`config.mk`:
```
export PLATFORM = sky130hd
export DESIGN_NAME = kbd_io_responder
export DESIGN_NICKNAME = d
export VERILOG_FILES = /design/src/rtl/kbd_io_responder.sv
export SDC_FILE = /design/constraint.sdc
export NUM_CORES = 1
export LEC_CHECK = 0
export CAP_MARGIN = 20
export CORE_UTILIZATION = 63
export DETAILED_ROUTE_END_ITERATION = 12
export PLACE_DENSITY = 0.89
export SYNTH_ARGS = -nofsm -noshare
export SYNTH_HDL_FRONTEND = slang
export SYNTH_SLANG_ARGS = --single-unit
export TNS_END_PERCENT = 100
```
`constraint.sdc`:
```
create_clock -name wb_clock_i -period 14.1 [get_ports wb_clock_i]
set_input_delay 2.82 -clock wb_clock_i [delete_from_list [all_inputs] [get_ports wb_clock_i]]
set_output_delay 2.82 -clock wb_clock_i [all_outputs]
set_load 0.05 [all_outputs]
```
`src/rtl/kbd_io_responder.sv`:
```
// kbd_io_responder: Wishbone key-matrix/PIA/VIA shadow window driving the PET keyboard row byte.
// Optional KBD_IO_DIRTY_EN adds a per-shadow dirty vector and io_dirty_o.
module kbd_io_responder #(
  parameter int KBD_COLS = 10,
  parameter int REG_AW   = 5
) (
  input  logic              wb_clock_i,
  input  logic              wb_reset_i,
  input  logic [19:0]       wb_addr_i,
  input  logic [7:0]        wb_data_i,
  output logic [7:0]        wb_data_o,
  input  logic              wb_we_i,
  input  logic              wb_cycle_i,
  input  logic              wb_strobe_i,
  output logic              wb_stall_o,
  output logic              wb_ack_o,
  input  logic              cpu_wr_i,
  input  logic [REG_AW-1:0] cpu_reg_i,
  input  logic [7:0]        cpu_data_i,
`ifdef KBD_IO_DIRTY_EN
  output logic              io_dirty_o,
`endif
  output logic [7:0]        kbd_row_o
);
  localparam logic [REG_AW-1:0] COLS  = REG_AW'(KBD_COLS);
  localparam logic [REG_AW-1:0] SH_LO = REG_AW'(16);
  localparam logic [REG_AW-1:0] SH_HI = REG_AW'(24);
  logic [REG_AW-1:0] idx;
  logic accept, wb_is_col, wb_is_sh, cpu_is_sh, ack_q, ack_d;
  logic [3:0] wb_sh, cpu_sh, col;
  logic [KBD_COLS-1:0][7:0] matrix_q, matrix_d;
  logic [8:0][7:0] shadow_q, shadow_d;
  logic [7:0] data_q, data_d, row_q, row_d;
  assign idx        = wb_addr_i[REG_AW-1:0];
  assign accept     = wb_cycle_i & wb_strobe_i;
  assign wb_is_col  = idx < COLS;
  assign wb_is_sh   = idx >= SH_LO && idx <= SH_HI;
  assign cpu_is_sh  = cpu_reg_i >= SH_LO && cpu_reg_i <= SH_HI;
  assign wb_sh      = 4'(idx - SH_LO);
  assign cpu_sh     = 4'(cpu_reg_i - SH_LO);
  // Shadow 0 is PIA1 PORTA; its low nibble selects the scanned column.
  assign col        = shadow_q[0][3:0];
  assign wb_stall_o = 1'b0;
  assign wb_ack_o   = ack_q;
  assign wb_data_o  = data_q;
  assign kbd_row_o  = row_q;
  always_comb begin
    matrix_d = matrix_q;
    shadow_d = shadow_q;
    if (accept && wb_we_i && wb_is_col) matrix_d[idx[3:0]] = wb_data_i;
    if (cpu_wr_i && cpu_is_sh) shadow_d[cpu_sh] = cpu_data_i;
    ack_d  = accept;
    data_d = !accept ? data_q : wb_is_col ? matrix_q[idx[3:0]] : wb_is_sh ? shadow_q[wb_sh] : 8'hFF;
    row_d  = ({1'b0, col} < 5'(KBD_COLS)) ? matrix_q[col] : 8'hFF;
  end
  always_ff @(posedge wb_clock_i or posedge wb_reset_i) begin
    if (wb_reset_i) begin
      matrix_q <= '1;
      shadow_q <= '0;
      ack_q    <= 1'b0;
      data_q   <= 8'h00;
      row_q    <= 8'hFF;
    end else begin
      matrix_q <= matrix_d;
      shadow_q <= shadow_d;
      ack_q    <= ack_d;
      data_q   <= data_d;
      row_q    <= row_d;
    end
  end
`ifdef KBD_IO_DIRTY_EN
  logic [8:0] dirty_q, dirty_d;
  logic io_dirty_q;
  // Clear on read is applied first so a coincident snoop set wins.
  always_comb begin
    dirty_d = dirty_q;
    if (accept && !wb_we_i && wb_is_sh) dirty_d[wb_sh] = 1'b0;
    if (cpu_wr_i && cpu_is_sh) dirty_d[cpu_sh] = 1'b1;
  end
  always_ff @(posedge wb_clock_i or posedge wb_reset_i) begin
    if (wb_reset_i) begin
      dirty_q    <= '0;
      io_dirty_q <= 1'b0;
    end else begin
      dirty_q    <= dirty_d;
      io_dirty_q <= |dirty_q;
    end
  end
  assign io_dirty_o = io_dirty_q;
`endif
endmodule

```
=== Word level (Yosys, flattened, before mapping) ===
Index checks and enable logic that the tools add are counted.

* Flip-flop bits (word level): 169
* Input bits: 47
* Word-level logic and storage cells: 59

* $add $sub $neg: 2
* Order comparisons: 12
* Multiplexer cells: 15
* Bitwise gates (word level): 1
* Reduce and logical (&&, ||, !) cells: 7

{| class="wikitable"
|+ Operator list
! cell !! number
|-
| $bmux 8 s4 || 3
|-
| $bwmux 80 || 1
|-
| $bwmux 72 || 1
|-
| $demux 8 s4 || 2
|-
| $mux 8 || 8
|-
| $lt 4x5->1 const B || 4
|-
| $ge 5x5->1 const B || 2
|-
| $le 5x5->1 const B || 2
|-
| $ge 4x1->1 const B || 2
|-
| $sub 4x1->4 const B || 2
|-
| $logic_and 1x1->1 || 7
|-
| $lt 5x4->1 const B || 1
|-
| $lt 4x4->1 const B || 1
|-
| $and 1x1->1 || 1
|}

=== Logic depth before layout (Yosys ltp) ===
Gate-level depths: netlist of run 1.

* Word-level depth: 6
* Gate-level depth with buffers: 7
* Depth with buffers taken out: 4

=== Least setup slack after synthesis of run 1 ===
OpenSTA, ideal clock, no wires.

* Path type: input -> register
* From: input wb_addr_i[4]
* To: register matrix_q[24] (netlist bit)
* Library setup time: 82 ps
* Data arrival time: 3989 ps
* Path slack: 10029 ps
* Cell stages on the path: 4
* Buffers on the path: 0
* Path through: nor2_1 -> nand4_2 -> nor2_2 -> mux2_2

* Cells in the longest elaborated chain, start to end: 2

{| class="wikitable"
|+ RTL lines
! element !! RTL line !! RTL
|-
| from (decl) || 9 || <nowiki>input logic [19:0] wb_addr_i,</nowiki>
|-
| $lt 5x4->1 || 36 || <nowiki>assign wb_is_col = idx < COLS;</nowiki>
|-
| $logic_and 1x1->1 || 50 || <nowiki>if (accept && wb_we_i && wb_is_col) matrix_d[idx[3:0]] = wb_data_i;</nowiki>
|-
| to (signal assigned) || 64 || <nowiki>matrix_q <= matrix_d;</nowiki>
|-
| to (decl) || 31 || <nowiki>logic [KBD_COLS-1:0][7:0] matrix_q, matrix_d;</nowiki>
|}

No other way between the ends.
A chain may end at the register's enable or synchronous reset.

=== Worst setup path in the final report of run 1 ===
* From: input wb_cycle_i
* To: register matrix_q[64] (netlist bit)

* Cells in the longest elaborated chain, start to end: 3

{| class="wikitable"
|+ RTL lines
! element !! RTL line !! RTL
|-
| from (decl) || 13 || <nowiki>input logic wb_cycle_i,</nowiki>
|-
| $and 1x1->1 || 35 || <nowiki>assign accept = wb_cycle_i & wb_strobe_i;</nowiki>
|-
| $logic_and 1x1->1 (2 in series) || 50 ||
|}

No other way between the ends.

==> run metrics, run 1 <==
status=finished clean; CTS tree=built; Initial DRT Pass Iterations=5; Post-Syn Instances=611; drt wl/cell=23.9 µm; Layout Nets=690; switch share=0.281; Yosys top cell by area=dfstp_2; top cell type's share of synthesized area=0.271; initial core utilization=0.646; floorplan die height=118 µm; vias in the first global route=5881; sw power=0.365 mW; Max-Cap Viols=0; num ports=65; Clock Pin Slew Worst Setup and Hold Paths=0.06 ns; Clock Latency Late Sink=0.42 ns; DRT iter0 DRCs=531; Sum Neg Setup Slack=0 ns; total core area=13200 µm²; die area=14000 µm²; Setup Skew=0.00904 ns; Placer Congestion=0.842; number of buffers created by CTS=17; gr ovfl total=0; chip width=118 µm; post-route ant nets=0; Final min period=5.39 ns; cell breakdown of the critical path=clkdlybuf4s50_1 > and2_1 > nor2b_1 > nand4b_2 > mux2_2; setup violators final=0; Max stage delay cell, worst path=nor2b_1; Seq/Total Area, Yosys=0.509; RSZ-0062 raised after global routing=false; Final Hold Viols=0; Clock Path Buffers=2; row count=42; CTS HTree Levels=4; antenna fix cells=0; Synth Cell Area=8520 µm²; max incr delay on CP=0.87 ns; final core utilization=0.727; final worst setup slack=8.71 ns; dominant cells by area after synthesis=dfstp_2 27%, dfrtp_1 24%, mux2_2 19%, mux2i_1 7.3%, mux4_2 6.6%; Comb pwr share=0.200; post-cts gate resize count=0; final worst path period share=0.382; power per cell area=136 nW/µm²; worst-path fanout max=13; antenna violations before repair=0; Setup crit end kind=flop; warning count from the yosys run=0; final WL=19.9 mm; Cell Int Power=0.935 mW; layout cell share with drive strength beyond 1=0.476; cell with the most instances after synthesis=mux2_2; Slew @ Worst Pin=1.00 ns; Post-synth ARST share=1.00; clk sinks=169; Detail Placement HPWL=12.6 mm; top cells by count, synth=143 x mux2_2, 88 x dfstp_2, 81 x dfrtp_1, 62 x mux2i_1; largest net degree at the start of global routing=94; hold crit path type=reg2reg; Crit path required time=14.45 ns; CTS hold repair buffers=0; sequential power share=0.483; global-route wire length before repair=32.0 mm; CP startpoint kind=input port; part of the power in the clock network=0.317; Post-Syn Area per Cell=13.9 µm²; Layout area overhead=12.6%; via count of the routed design=5573; unique cell type count in the Yosys netlist=45; GRT Total Usage=0.305; IO Port Bufs=48; Pins Over Slew Limit=0; root buffer cell=clkbuf_16; Synth Register Bits=169; post-CTS setup buffers=0; number of flops mapped to enable cells by yosys=0; Peak supply drop=0.0928 mV; DRC violations left=0; critical path arrival=5.73 ns; Leak=4.00 nW; crit path kind=in2reg; Primary FF master, synth=dfstp_2; fmax=186 MHz; pre-CTS setup slack=8.38 ns; R2R Setup Slk=12.20 ns; slew margin rel.=0.330; Via density=6.70; syn_nets=658
-- through the flow --
stage          power, mW  hold WS, ns  cells  cell area, µm²
6_report            1.30        0.494    832            9590
5_1_grt             1.35        0.513    832            9590
4_1_cts             1.31        0.494    832            9590
3_5_place_dp       0.892        0.480    800            9070
3_3_place_gp       0.875        0.469    800            9070
2_1_floorplan      0.808        0.458    611            8520
-- cell type report --
cell class / instances / area (µm²)
inverters: 2 / 12.5
repair buffers: 56 / 538
multi-input cells: 397 / 3960
fillers: 796 / 3600
clock inverters: 4 / 20.0
flip-flops and latches: 169 / 4340
clock buffers: 28 / 497
well taps: 176 / 220
-- power by group through the flow --
stage	Sequential (mW)	Combinational, mW	Clock (mW)
6_report	0.628	0.260	0.412
5_1_grt	0.637	0.277	0.438
4_1_cts	0.627	0.261	0.417
3_5_place_dp	0.633	0.259	0
3_3_place_gp	0.626	0.249	0
2_1_floorplan	0.655	0.153	0
-- path summary, 6_finish.rpt --
check | endpoint | cells past startpoint | from
setup / recovery | matrix_q[64] | 5 | wb_cycle_i
hold / removal | shadow_q[35] | 1 | shadow_q[35]
setup reg to reg | kbd_row_o[3] | 3 | col[2]
hold reg to reg | shadow_q[35] | 1 | shadow_q[35]
max in group asynchronous | shadow_q[59] | 3 | wb_reset_i
min in group asynchronous | shadow_q[32] | 2 | wb_reset_i
-- critical path: cells and delay by family --
kind,cells,cell delay [ns]
buffers and inverters,1,0.48
muxes,1,0.43
and+or+nand+nor,3,1.99
-- kinds of logic (layout without fill, tap and decap cells) --
family,Yosys count,after routing,synth area share
compound gates,71,71,0.0541
mux,239,239,0.340
other cells,1,1,0.000440
buf+inv,45,90,0.0256
simple gates,86,86,0.0705
flops,169,169,0.509
-- sequential cells by signal, summed over array words and instances, names as in the netlist --
signal and count:
matrix_q 80, wb_ack_o 1, shadow_q 68, wb_data_o 8, kbd_row_o 8, col 4
-- per-layer routing --
layer	share of wire	global-route usage
met1	0.41	0.406
met2	0.49	0.486
met3	0.063	0.0584
met4	0.030	0.147
met5	0	0
-- cells in the final DEF (no fill, tap or decap), types with 3 or more instances in the layout --
cell type,netlist,final
nor2_2,6,6
nand2_1,20,20
o41ai_1,7,7
clkbuf_8,0,3
o22ai_1,8,8
nand3_1,8,8
nor3_1,10,10
clkdlybuf4s50_1,0,47
nor2b_1,4,4
nor2_1,5,5
o21ai_0,25,25
clkbuf_1,11,8
a22oi_1,8,8
clkbuf_16,0,17
dfstp_2,88,88
mux2i_1,62,62
mux4_2,25,25
mux2_1,9,9
buf_4,5,9
nand2b_1,11,11
clkinv_2,0,4
o211ai_1,7,7
dfrtp_1,81,81
o32ai_1,7,7
a21oi_1,7,7
mux2_2,143,143
Power figures use the tool's default switching activity.
==> inputs of run 2 (changes only) <==
--- a/config.mk
+++ b/config.mk
@@ -6,9 +6,9 @@
 export NUM_CORES = 1
 export LEC_CHECK = 0
 export CAP_MARGIN = 20
-export CORE_UTILIZATION = 63
+export CORE_UTILIZATION = 53
 export DETAILED_ROUTE_END_ITERATION = 12
-export PLACE_DENSITY = 0.89
+export PLACE_DENSITY = 0.8
 export SYNTH_ARGS = -nofsm -noshare
 export SYNTH_HDL_FRONTEND = slang
 export SYNTH_SLANG_ARGS = --single-unit
==> constraint.sdc (replaced) <==
create_clock -name wb_clock_i -period 4.75 [get_ports wb_clock_i]
set_input_delay 0.95 -clock wb_clock_i [delete_from_list [all_inputs] [get_ports wb_clock_i]]
set_output_delay 0.95 -clock wb_clock_i [all_outputs]
set_load 0.05 [all_outputs]
==> run metrics, run 2 (synthesized netlist as in run 1, its figures left out) <==
status=finished clean; sw power=1.13 mW; total core area=15400 µm²; gr ovfl total=0; Pins Over Slew Limit=0; Placer Congestion=0.822; Via density=6.30; post-route ant nets=0; number of buffers created by CTS=17; Cells after DPL=838; final worst path period share=0.663; num ports=65; initial core utilization=0.552; hold crit path type=reg2reg; worst path buffer plus inverter count=1; IO Port Bufs=48; Max-Cap Viols=0; DRT iter0 DRCs=450; final core utilization=0.634; Cell Int Power=3.00 mW; Layout Cells excl Fill=870; antenna violations before repair=0; Layout area overhead=14.9%; Max stage delay cell, worst path=clkdlybuf4s50_1; Crit path required time=5.10 ns; slew margin rel.=0.342; Setup Skew=0.00910 ns; crit path kind=in2reg; global-route wire length before repair=32.1 mm; clk sinks=169; CTS HTree Levels=4; Clock Path Buffers=2; sequential power share=0.450; via count of the routed design=5485; max reg flops=80; row count=45; post-CTS setup buffers=0; Final min period=3.15 ns; CP startpoint kind=input port; setup violators final=0; Regs by FF count=matrix_q (80), shadow_q (68); critical path arrival=3.50 ns; CTS hold repair buffers=0; RSZ-0062 raised after global routing=false; max incr delay on CP=0.91 ns; cell breakdown of the critical path=clkdlybuf4s50_1 > nor3b_2 > nand4b_2 > mux2_2; Setup crit end kind=flop; most frequent cells in the layout=143 x mux2_2, 88 x dfstp_2, 81 x dfrtp_1; power per cell area=422 nW/µm²; Sum Neg Setup Slack=0 ns; Top reg by flops=matrix_q; most common cell after layout, fill and taps aside=mux2_2; die area=16600 µm²; Fillers=1172; drt wl/cell=23.1 µm; Leak=4.07 nW; vias in the first global route=5778; Peak supply drop=0.277 mV; root buffer cell=clkbuf_16; final WL=20.1 mm; Clock Pin Slew Worst Setup and Hold Paths=0.06 ns; largest net degree at the start of global routing=82; layout cell share with drive strength beyond 1=0.487; floorplan die height=129 µm; Final Hold Viols=0; antenna fix cells=0; Initial DRT Pass Iterations=5; DRC violations left=0; GRT Total Usage=0.262; post-cts gate resize count=0; Layout Nets=693; fmax=318 MHz; chip width=129 µm; critical path's top delay family=simple AND/OR/NAND/NOR gates; CTS tree=built; Clock Latency Late Sink=0.43 ns; Comb pwr share=0.190; Slew @ Worst Pin=0.983 ns; part of the power in the clock network=0.360; switch share=0.273; worst-path fanout max=20; Detail Placement HPWL=13.1 mm
==> run 2: cell type report <==
type	instances	area, µm²	area share
clock buffer	19	433	0.0443
inverter	2	11.3	0.00115
multi-input combinational	397	3960	0.405
tap	211	264	0.0270
clock inverter	13	201	0.0206
sequential	169	4340	0.444
timing repair buffer	59	573	0.0586
==> run 2: worst paths after layout <==
check	from	endpoint	slack (ns)	cells past startpoint
min	shadow_q[35]	shadow_q[35]	0.50	1
min reg2reg	shadow_q[35]	shadow_q[35]	0.50	1
min in group asynchronous	wb_reset_i	matrix_q[7]	1.36	2
max reg2reg	col[2]	kbd_row_o[5]	2.78	3
max in group asynchronous	wb_reset_i	matrix_q[10]	2.65	3
max	wb_addr_i[2]	matrix_q[65]	1.60	4
==> run 2: power groups by stage <==
stage	registers (mW)	clock network, mW	logic, mW
after global placement	1.85	0	0.759
after floorplan	1.95	0	0.455
after detailed placement	1.88	0	0.781
final	1.86	1.49	0.785
after global routing	1.88	1.57	0.835
after CTS	1.85	1.50	0.786
==> run 2: metal layers <==
metal | vias to the layer above | track usage | part of all wire
li1 | 2358 | - | -
met1 | 2911 | 0.354 | 0.43
met2 | 181 | 0.415 | 0.49
met3 | 35 | 0.0520 | 0.058
met4 | 0 | 0.110 | 0.024
met5 | - | 0 | 0
==> run 2: stage by stage <==
step                instance area [µm²]  hold slack [ns]  setup slack (ns)  power (mW)
floorplan                          8520            0.458              1.72        2.40
global placement                   9150            0.469              1.27        2.61
detailed placement                 9150            0.484              1.24        2.66
CTS                                9780            0.497              1.68        4.14
global route                       9780            0.515              1.50        4.29
finish                             9780            0.498              1.60        4.13
==> run 2: worst reg2reg max path, cell delays in order (launching register included) <==
cell	delay, ns
dfrtp_1	0.90
mux4_2	0.60
o21ai_0	0.19
o21ai_0	0.15
